<file path="config.mk">
export PLATFORM = sky130hd
export DESIGN_NAME = all_gates
export DESIGN_NICKNAME = d
export VERILOG_FILES = /design/src/rtl/all_gates.sv
export SDC_FILE = /design/constraint.sdc
export NUM_CORES = 1
export LEC_CHECK = 0
export CORE_MARGIN = 2
export CORE_UTILIZATION = 46
export CTS_BUF_LIST = sky130_fd_sc_hd__clkbuf_2 sky130_fd_sc_hd__clkbuf_4 sky130_fd_sc_hd__clkbuf_8
export DETAILED_ROUTE_END_ITERATION = 8
export PLACE_DENSITY = 0.87
export SLEW_MARGIN = 25
export SYNTH_ARGS = -nofsm -noshare
export SYNTH_HDL_FRONTEND = slang
export SYNTH_SLANG_ARGS = --single-unit
export TNS_END_PERCENT = 50
</file>
<file path="constraint.sdc">
create_clock -name clk -period 1.76 [get_ports clk]
set_input_delay 0.44 -clock clk [delete_from_list [all_inputs] [get_ports clk]]
set_output_delay 0.44 -clock clk [all_outputs]
set_load 0.02 [all_outputs]
</file>
<file path="src/rtl/all_gates.sv">
// Registered seven-gate evaluator with a saturating sample counter and bit-0 input-pair coverage.
// Optional macro ALL_GATES_PARITY_EN adds parity_out, the XOR-reduction of all seven results.
module all_gates #(
    parameter int WIDTH = 1,
    parameter int CNT_W = 16
) (
    input  logic             clk,
    input  logic             rst_n,
    input  logic [WIDTH-1:0] a,
    input  logic [WIDTH-1:0] b,
    input  logic             in_valid,
    input  logic             clr,
    output logic [WIDTH-1:0] and_out,
    output logic [WIDTH-1:0] or_out,
    output logic [WIDTH-1:0] not_out,
    output logic [WIDTH-1:0] nand_out,
    output logic [WIDTH-1:0] nor_out,
    output logic [WIDTH-1:0] xor_out,
    output logic [WIDTH-1:0] xnor_out,
    output logic             out_valid,
    output logic [CNT_W-1:0] sample_cnt,
    output logic [3:0]       combo_seen
`ifdef ALL_GATES_PARITY_EN
    ,
    output logic             parity_out
`endif
);

    // Even-parity helper over the concatenated gate results.
    function automatic logic parity_fn(input logic [7*WIDTH-1:0] vec);
        return ^vec;
    endfunction

    logic [WIDTH-1:0] and_r, or_r, not_r, nand_r, nor_r, xor_r, xnor_r;
    logic             valid_r;
    logic [CNT_W-1:0] cnt_r;
    logic [3:0]       combo_r;
    logic [CNT_W-1:0] cnt_next_s;
    logic [3:0]       combo_next_s;

    // Next-state for counter and coverage; clr takes priority over a sample.
    always_comb begin
        cnt_next_s   = cnt_r;
        combo_next_s = combo_r;
        if (clr) begin
            cnt_next_s   = {CNT_W{1'b0}};
            combo_next_s = 4'b0000;
        end else if (in_valid) begin
            if (cnt_r != {CNT_W{1'b1}}) begin
                cnt_next_s = cnt_r + {{(CNT_W-1){1'b0}}, 1'b1};
            end else begin
                cnt_next_s = cnt_r;
            end
            combo_next_s = combo_r | (4'b0001 << {a[0], b[0]});
        end else begin
            cnt_next_s   = cnt_r;
            combo_next_s = combo_r;
        end
    end

    // Gate result registers; they hold whenever no sample is accepted.
    always_ff @(posedge clk or negedge rst_n) begin
        if (!rst_n) begin
            and_r  <= {WIDTH{1'b0}};
            or_r   <= {WIDTH{1'b0}};
            not_r  <= {WIDTH{1'b0}};
            nand_r <= {WIDTH{1'b0}};
            nor_r  <= {WIDTH{1'b0}};
            xor_r  <= {WIDTH{1'b0}};
            xnor_r <= {WIDTH{1'b0}};
        end else if (in_valid) begin
            and_r  <= a & b;
            or_r   <= a | b;
            not_r  <= ~a;
            nand_r <= ~(a & b);
            nor_r  <= ~(a | b);
            xor_r  <= a ^ b;
            xnor_r <= ~(a ^ b);
        end
    end

    // Valid flag, counter and coverage state.
    always_ff @(posedge clk or negedge rst_n) begin
        if (!rst_n) begin
            valid_r <= 1'b0;
            cnt_r   <= {CNT_W{1'b0}};
            combo_r <= 4'b0000;
        end else begin
            valid_r <= in_valid;
            cnt_r   <= cnt_next_s;
            combo_r <= combo_next_s;
        end
    end

`ifdef ALL_GATES_PARITY_EN
    logic parity_r;

    // Parity computed from the same operands so it lands with the gate results.
    always_ff @(posedge clk or negedge rst_n) begin
        if (!rst_n) begin
            parity_r <= 1'b0;
        end else if (in_valid) begin
            parity_r <= parity_fn({a & b, a | b, ~a, ~(a & b), ~(a | b), a ^ b, ~(a ^ b)});
        end
    end

    assign parity_out = parity_r;
`endif

    assign and_out    = and_r;
    assign or_out     = or_r;
    assign not_out    = not_r;
    assign nand_out   = nand_r;
    assign nor_out    = nor_r;
    assign xor_out    = xor_r;
    assign xnor_out   = xnor_r;
    assign out_valid  = valid_r;
    assign sample_cnt = cnt_r;
    assign combo_seen = combo_r;

endmodule

</file>
# After elaboration in Yosys (flattened, before gate mapping)
# Cells that the tools add are included.
# word_totals
ff_bits	28
out_inout_bits	28
wordCells	29
# op_classes
addsub	1
eq_ne	1
n_shift	1
muxes	5
n_bitwise	8
n_reduce_logical	3
# ops
cell	count
$mux W16	3
$add A16 B1 Y16 const B	1
$ne A16 B16 Y1 const B	1
$mux W4	2
$not A1 Y1	4
$or A4 B4 Y4	1
$reduce_bool A2 Y1	2
$shl A1 B2 Y4 const A	1
$reduce_and A2 Y1	1
$and A1 B1 Y1	1
$or A1 B1 Y1	1
$xor A1 B1 Y1	1

# Longest topological paths before layout
# Gate-level depths: netlist of run 1.
# depth
ltp_word	4
depth_mapped	6
depth_no_buf	5

# Worst setup path before layout of run 1
# OpenSTA, ideal clock, no wires.
# synth_path
path_kind	flip-flop to flip-flop
startpoint	register cnt_r[0] (netlist: sample_cnt[0])
endpoint	register cnt_r[14] (netlist: sample_cnt[14])
setup_time_ns	0.125
arrival_ns	1.797
t_required_ns	1.635
setup_slack_ns	-0.162
path_stages_with_launch	6
path_buffers	0
period_less_slack_ns	1.922
cell_sequence	dfrtp_1 ha_1 nand4_4 o41ai_4 nor4_1 mux2_2
# synth_via
elab_chain_cells	4
word_cells_on_any_way	7
cone_classes	1 x add/sub; 1 x eq/ne; 3 x mux; 2 x reduce/logical
# synth_rtl
item	line	source
from (decl)	36	logic [CNT_W-1:0] cnt_r;
from (signal assigned)	86	cnt_r <= {CNT_W{1'b0}};
from (signal assigned)	90	cnt_r <= cnt_next_s;
$add A16 B1 Y16	50	cnt_next_s = cnt_r + {{(CNT_W-1){1'b0}}, 1'b1};
$mux W16	49	if (cnt_r != {CNT_W{1'b1}}) begin
$mux W16	48	end else if (in_valid) begin
$mux W16	45	if (clr) begin
# Several ways; a longest one is shown, not always the timed one. The select of a mux whose other input is x is not followed.
# A chain may end at the register's enable or synchronous reset.

# Final worst setup path of run 1
# layout_path
startpoint	register cnt_r[1] (netlist: sample_cnt[1])
endpoint	register cnt_r[11] (netlist: sample_cnt[11])
# The elaborated chain is that of the path after synthesis.

==> run metrics, run 1 <==
Design Area, Final 0.002092 sq mm; Synth area leaders dfrtp_1 49%, a21oi_1 5.6%, ha_1 4.4%, mux2_2 4.0%, o31ai_1 3.2%; HPWL Detailed 2.645 mm; RSZ-0062 raised after global routing yes; synth warn 0; clock root buffer clkbuf_4; outcome finished clean; cts hold-fix bufs 0; core box area 0.003003 sq mm; Synthesized Nets 145; CP required 2030 ps; worst min path class input port to asynchronous set/reset pin; synthesized instance count 134; Chip Width 59.64 microns; Reg2Reg Setup Slack 8 ps; Post-synth EDFFs 0; area growth from synthesis to layout 46.92%; layout cells sized above 1 31.79%; Critical Path Sink Type flip-flop; worst skew pair latency 340 ps; Worst EP arrival 2030 ps; GRT Util Overall 22.84%; DRT iter0 DRCs 81; max-cap violations 0; first-pass GRT wire length 6.085 mm; Max FO, Critical Path 5; Fin Setup TNS 0 ps; Slew Limit Fails 0; CTS Buffer Depth 2; DRC 0; Synth Area per Inst 10.63 sq um; CP Launch Type flip-flop; Slew HR 73.80%; commonest non-fill, non-tap cells in the layout 28 x buf_4, 23 x dlygate4sd2_1, 18 x dfrtp_1; Num Clock Sinks 28; # diodes 0; Internal Power 0.9960 mW; via count 1357; worst setup margin 7.511 ps; initial core utilization 47.42%; VDD IR-drop max 0.5238 mV; vias in the first global route 1278; Tot Pwr 1.326 mW; CTS tree yes; kind of critical path flip-flop to flip-flop; Synth area leader dfrtp_1; cts bufs inserted 3; Final ANT Viol Nets 0; Ports 34; die area 0.003556 sq mm; Congestion Overflow GR 0; Comb pwr share 15.7%; placed cell area 0.001944 sq mm; commonest non-fill, non-tap cell in the layout buf_4; Initial DRT Pass Iterations 4; Top FF cell, synth dfrtp_1; clock-pin slew on the worst setup and hold paths 150 ps; Async S/R FF share, synth 100.0%; Reg power frac 52.0%; via/cell ratio 5.952; htree depth 1; clock network fraction of total power 32.4%; nets 207; # setup viols final 0; largest net degree at the start of global routing 29; WHS 455.2 ps; Placement Rows 20; Mapped Area 0.001424 sq mm; switching pwr 0.3304 mW; Worst Clk Skew 3.742 ps; Pwr per Cell Area 634.1 mW/mm^2; synthesized flop and latch total 28; Leakage 1.049 nW; die height 59.64 microns; worst-margin pin slew 391.7 ps; minimum clock period 1752 ps; sw frac 24.91%; Port Buf Inserts 33; initial antenna violation count 0; Period Utilization, post-route 99.57%; final hold violation count 0; Max Freq 570.6 MHz; RD Place Congestion 0.8557; Yosys cell types 35; top-area cell type share of the netlist area 49.21%; Seq/Total Area, Yosys 49.21%; pre-CTS setup slack -349.9 ps; drt wl/cell 17.39 microns; routed wire length 3.965 mm
-- layout make-up --
| cell class | count | area [sq um] |
|---|---|---|
| Clock buffer | 3 | 22.52 |
| Multi-Input combinational cell | 96 | 739.5 |
| Inverter | 5 | 18.77 |
| Sequential cell | 28 | 713.2 |
| Tap cell | 33 | 41.29 |
| Clock inverter | 1 | 30.03 |
| Timing Repair Buffer | 62 | 526.8 |
| Fill cell | 211 | 910.9 |
-- worst max-delay path, cell delays in order (launching register included) --
cell	delay (ps)
dfrtp_2	430
buf_4	140
nand4_1	160
or4_1	460
or3_1	330
a21oi_1	160
-- cell usage after synthesis, drive strengths merged (5+ instances only) --
cell type  instances
or4                6
nand4              5
nor2               9
inv                5
a21oi             16
o31ai              6
o21ai              5
nand2              9
mux2               5
ha                 5
dfrtp             28
-- sequential cells by signal, summed over array words and instances (netlist names) --
register    count
combo_seen      4
xnor_out        1
out_valid       1
or_out          1
nor_out         1
nand_out        1
sample_cnt     16
and_out         1
not_out         1
xor_out         1
-- stage by stage --
| step | cells | util [%] |
|---|---|---|
| final | 228 | 69.67 |
| after global routing | 228 | 69.67 |
| after CTS | 221 | 66.00 |
| after detailed placement | 217 | 64.75 |
| after global placement | 217 | 64.75 |
| after floorplan | 134 | - |
-- layer usage --
metal  track usage [%]  vias to the layer above  wire (microns)
met4             10.48                        0              76
li1                  -                      628               -
met2             39.09                       51            2127
met1             28.37                      670            1604
met5                 0                        -               0
met3             3.275                        8             156
-- power by group through the flow --
stage          Clock [mW]  Combinational [mW]  Sequential [mW]
2_1_floorplan           0              0.0567            0.737
3_3_place_gp            0               0.212            0.698
3_5_place_dp            0               0.218            0.700
4_1_cts             0.432               0.206            0.689
5_1_grt             0.455               0.225            0.694
6_report            0.429               0.208            0.689
-- path summary, 6_finish.rpt --
| kind | startpoint | to | cells after the start |
|---|---|---|---|
| max | sample_cnt[1] | sample_cnt[11] | 5 |
| min | rst_n | not_out | 2 |
| max reg2reg | sample_cnt[1] | sample_cnt[11] | 5 |
| min reg2reg | not_out | not_out | 1 |
| max in group asynchronous | rst_n | sample_cnt[8] | 2 |
| min in group clk | not_out | not_out | 1 |
-- timing repair --
| action | CTS | global route |
|---|---|---|
| pin swaps | 0 | 7 |
| buffers inserted | 0 | 6 |
| setup endpoints to repair | 27 | 18 |
| hold endpoints to repair | 0 | 0 |
| gates cloned | 0 | 1 |
| gates resized for setup | 29 | 19 |
-- cells by family after synthesis --
group,after synthesis,synth area share (%)
buffers and inverters,10,2.988
muxes,9,6.766
and+or+nand+nor,50,21.53
adders and majority gates,5,4.394
AOI/OAI and AO/OA,31,14.50
xor gates and xnor gates,1,0.6152
DFF,28,49.21
Power figures use the tool's default switching activity.
==> run 2, diff against run 1 <==
clock period = 1.6 ns   (was 1.76 ns; I/O delays follow)
==> run 2 against run 1 <==
The run now ends with negative setup slack left; critical path depth increased by 1; combinational power rose by 16%; sequential share of layout area is 2.0 points lower; routed wire length increased by 11%; critical endpoint is now sample_cnt[14].
==> run metrics, run 2 (synthesized netlist as in run 1, its figures left out) <==
Congestion Overflow GR 0 (unchanged); commonest non-fill, non-tap cell in the layout buf_4; die area 0.003556 sq mm (unchanged); VDD IR-drop max 0.5534 mV (+5.7%); worst skew pair latency 340 ps (about the same); minimum clock period 1724 ps (-28.72 ps); fill cell count 215 (+1.9%); Num Clock Sinks 28 (unchanged); CP max-delay cell dfrtp_2; Max FO, Critical Path 5 (unchanged); htree depth 1 (unchanged); Comb pwr share 16.4% (+0.7 points); die height 59.64 microns (unchanged); Worst EP arrival 1970 ps (-60 ps); vias in the first global route 1446 (+13%); HPWL Detailed 2.747 mm (+3.9%); worst setup margin -123.8 ps (-131.3 ps); Final ANT Viol Nets 0 (unchanged); DRC 0 (unchanged); Pwr per Cell Area 656.8 mW/mm^2 (+3.6%); clock-pin slew on the worst setup and hold paths 160 ps (about the same); area growth from synthesis to layout 57.91%; DRT iter0 DRCs 77 (-4.9%); failing checks negative setup slack; CP required 1840 ps (-190 ps); routed wire length 4.412 mm (+11%); core box area 0.003003 sq mm (unchanged); Port Buf Inserts 33 (unchanged); GRT Util Overall 25.00% (+2.2 points); GRT Max-Usage Layer met2; Fin Setup TNS -600.4 ps (-600.4 ps); Ports 34 (unchanged); Reg power frac 51.3% (-0.7 points); via count 1455 (+7.2%); FF-to-FF path depth 6 (+1); max-cap violations 0 (unchanged); kind of critical path flip-flop to flip-flop; Internal Power 1.103 mW (+11%); commonest non-fill, non-tap cells in the layout 33 x buf_4, 18 x dlygate4sd2_1, 16 x dfrtp_2; Slew HR 76.12% (+2.3 points); CTS tree yes; CP max stage delay 430 ps (-30 ps); switching pwr 0.3733 mW (+13%); clock root buffer clkbuf_4; Reg2Reg Setup Slack -120 ps (-130 ps); drt wl/cell 18.38 microns (+5.7%); final hold violation count 0 (unchanged); GRT met2 Usage 41.13% (+2.0 points); R2R Path Start sample_cnt[1]; largest net degree at the start of global routing 29 (unchanged); Placement Rows 20 (unchanged); Worst Clk Skew 5.242 ps (+1.500 ps); CP Launch Type flip-flop; # diodes 0 (unchanged); Max Freq 580.1 MHz (+1.7%); FF-to-FF End sample_cnt[14]; met3 track demand over resource 4.367% (+1.1 points); sw frac 25.28% (+0.37 points); max reg flops 16 (unchanged); initial core utilization 47.42% (unchanged); Initial DRT Pass Iterations 4 (unchanged); worst-margin pin slew 358.2 ps (-33.52 ps); initial antenna violation count 0 (unchanged); clock network fraction of total power 32.3% (about the same); grt met1 use 32.23% (+3.9 points); cts hold-fix bufs 0 (unchanged); Leakage 1.081 nW (+3.0%); first-pass GRT wire length 6.679 mm (+9.8%); RSZ-0062 raised after global routing yes; layout cells sized above 1 50.24% (+18 points); Chip Width 59.64 microns (unchanged); nets 219 (+5.8%); pre-CTS setup slack -428.3 ps (-78.37 ps); RD Place Congestion 0.8684 (+1.5%); Critical Path Sink Type flip-flop; outcome finished with violations; worst min path class input port to asynchronous set/reset pin; Period Utilization, post-route 107.7% (+8.2 points); cts bufs inserted 3 (unchanged); # setup viols final 10 (+10); Slew Limit Fails 0 (unchanged); worst path cell trace ha_4, nand4_4, o41ai_4, buf_4, nor4_2, mux2_2; CTS Buffer Depth 2 (unchanged); via/cell ratio 6.063 (+1.9%)
-- run 2: cell count changes in the layout (fill, tap and decap cells not counted), moves of 5 or more --
| cell | change |
|---|---|
| buf_4 | +5 |
| dfrtp_1 | -6 |
| buf_2 | +6 |
| buf_6 | +8 |
| dfrtp_2 | +6 |
| dlygate4sd2_1 | -5 |
-- run 2: worst max-delay path by stage --
stage	start	to	slack (ps)	cells after the start
finish	sample_cnt[1]	sample_cnt[14]	-120	6
global route	sample_cnt[1]	sample_cnt[14]	-190	6
CTS	sample_cnt[1]	sample_cnt[9]	-80	6
detailed placement	in_valid	sample_cnt[11]	-430	5
global placement	in_valid	sample_cnt[11]	-400	5
floorplan	sample_cnt[0]	sample_cnt[14]	-70	5
-- run 2: layout make-up --
| cell class | instances | area (sq um) | share of cell area [%] |
|---|---|---|---|
| repair buffers | 74 | 610.6 | 27.16 |
| multi-input cells | 96 | 804.5 | 35.78 |
| flip-flops and latches | 28 | 720.7 | 32.05 |
| clock buffers | 3 | 22.52 | 1.002 |
| inverters | 5 | 18.77 | 0.8347 |
| clock inverters | 1 | 30.03 | 1.336 |
| well taps | 33 | 41.29 | 1.836 |
-- run 2: power groups by stage --
stage | combinational, mW | sequential (mW) | clock, mW
6_report | 0.242 | 0.758 | 0.477
3_5_place_dp | 0.248 | 0.772 | 0
4_1_cts | 0.237 | 0.758 | 0.479
3_3_place_gp | 0.239 | 0.769 | 0
2_1_floorplan | 0.0640 | 0.813 | 0
5_1_grt | 0.260 | 0.763 | 0.503
-- run 2: timing repair --
item,4_1_cts,5_1_grt
setup endpoints to repair,39,22
pin swaps,15,7
endpoints found under the hold margin,0,0
resized for setup,68,22
setup buffers,7,2
-- run 2: worst max-delay path: cells and delay by family, from the launching register on --
family | cells | cell delay, ps
AO/OA/AOI/OAI | 1 | 410
adder cells (fa/ha/maj) | 1 | 150
buffers and inverters | 1 | 200
flip-flops | 1 | 430
multiplexers | 1 | 260
AND/OR/NAND/NOR | 2 | 170
-- run 2: layer usage --
| metal | vias up | wire, microns |
|---|---|---|
| met5 | - | 0 |
| li1 | 649 | - |
| met2 | 67 | 2318 |
| met4 | 0 | 110 |
| met3 | 16 | 234 |
| met1 | 723 | 1748 |
-- run 2: per-stage QoR --
step	hold WS [ps]	utilization, %	power [mW]	std cells	area, sq um
after global placement	486.3	69.17	1.007	227	2077
after CTS	431.8	73.63	1.475	238	2211
after global routing	436.6	74.88	1.526	240	2248
after detailed placement	496.7	69.17	1.020	227	2077
final	417.5	74.88	1.477	240	2248
after floorplan	104.4	-	0.8766	134	1476
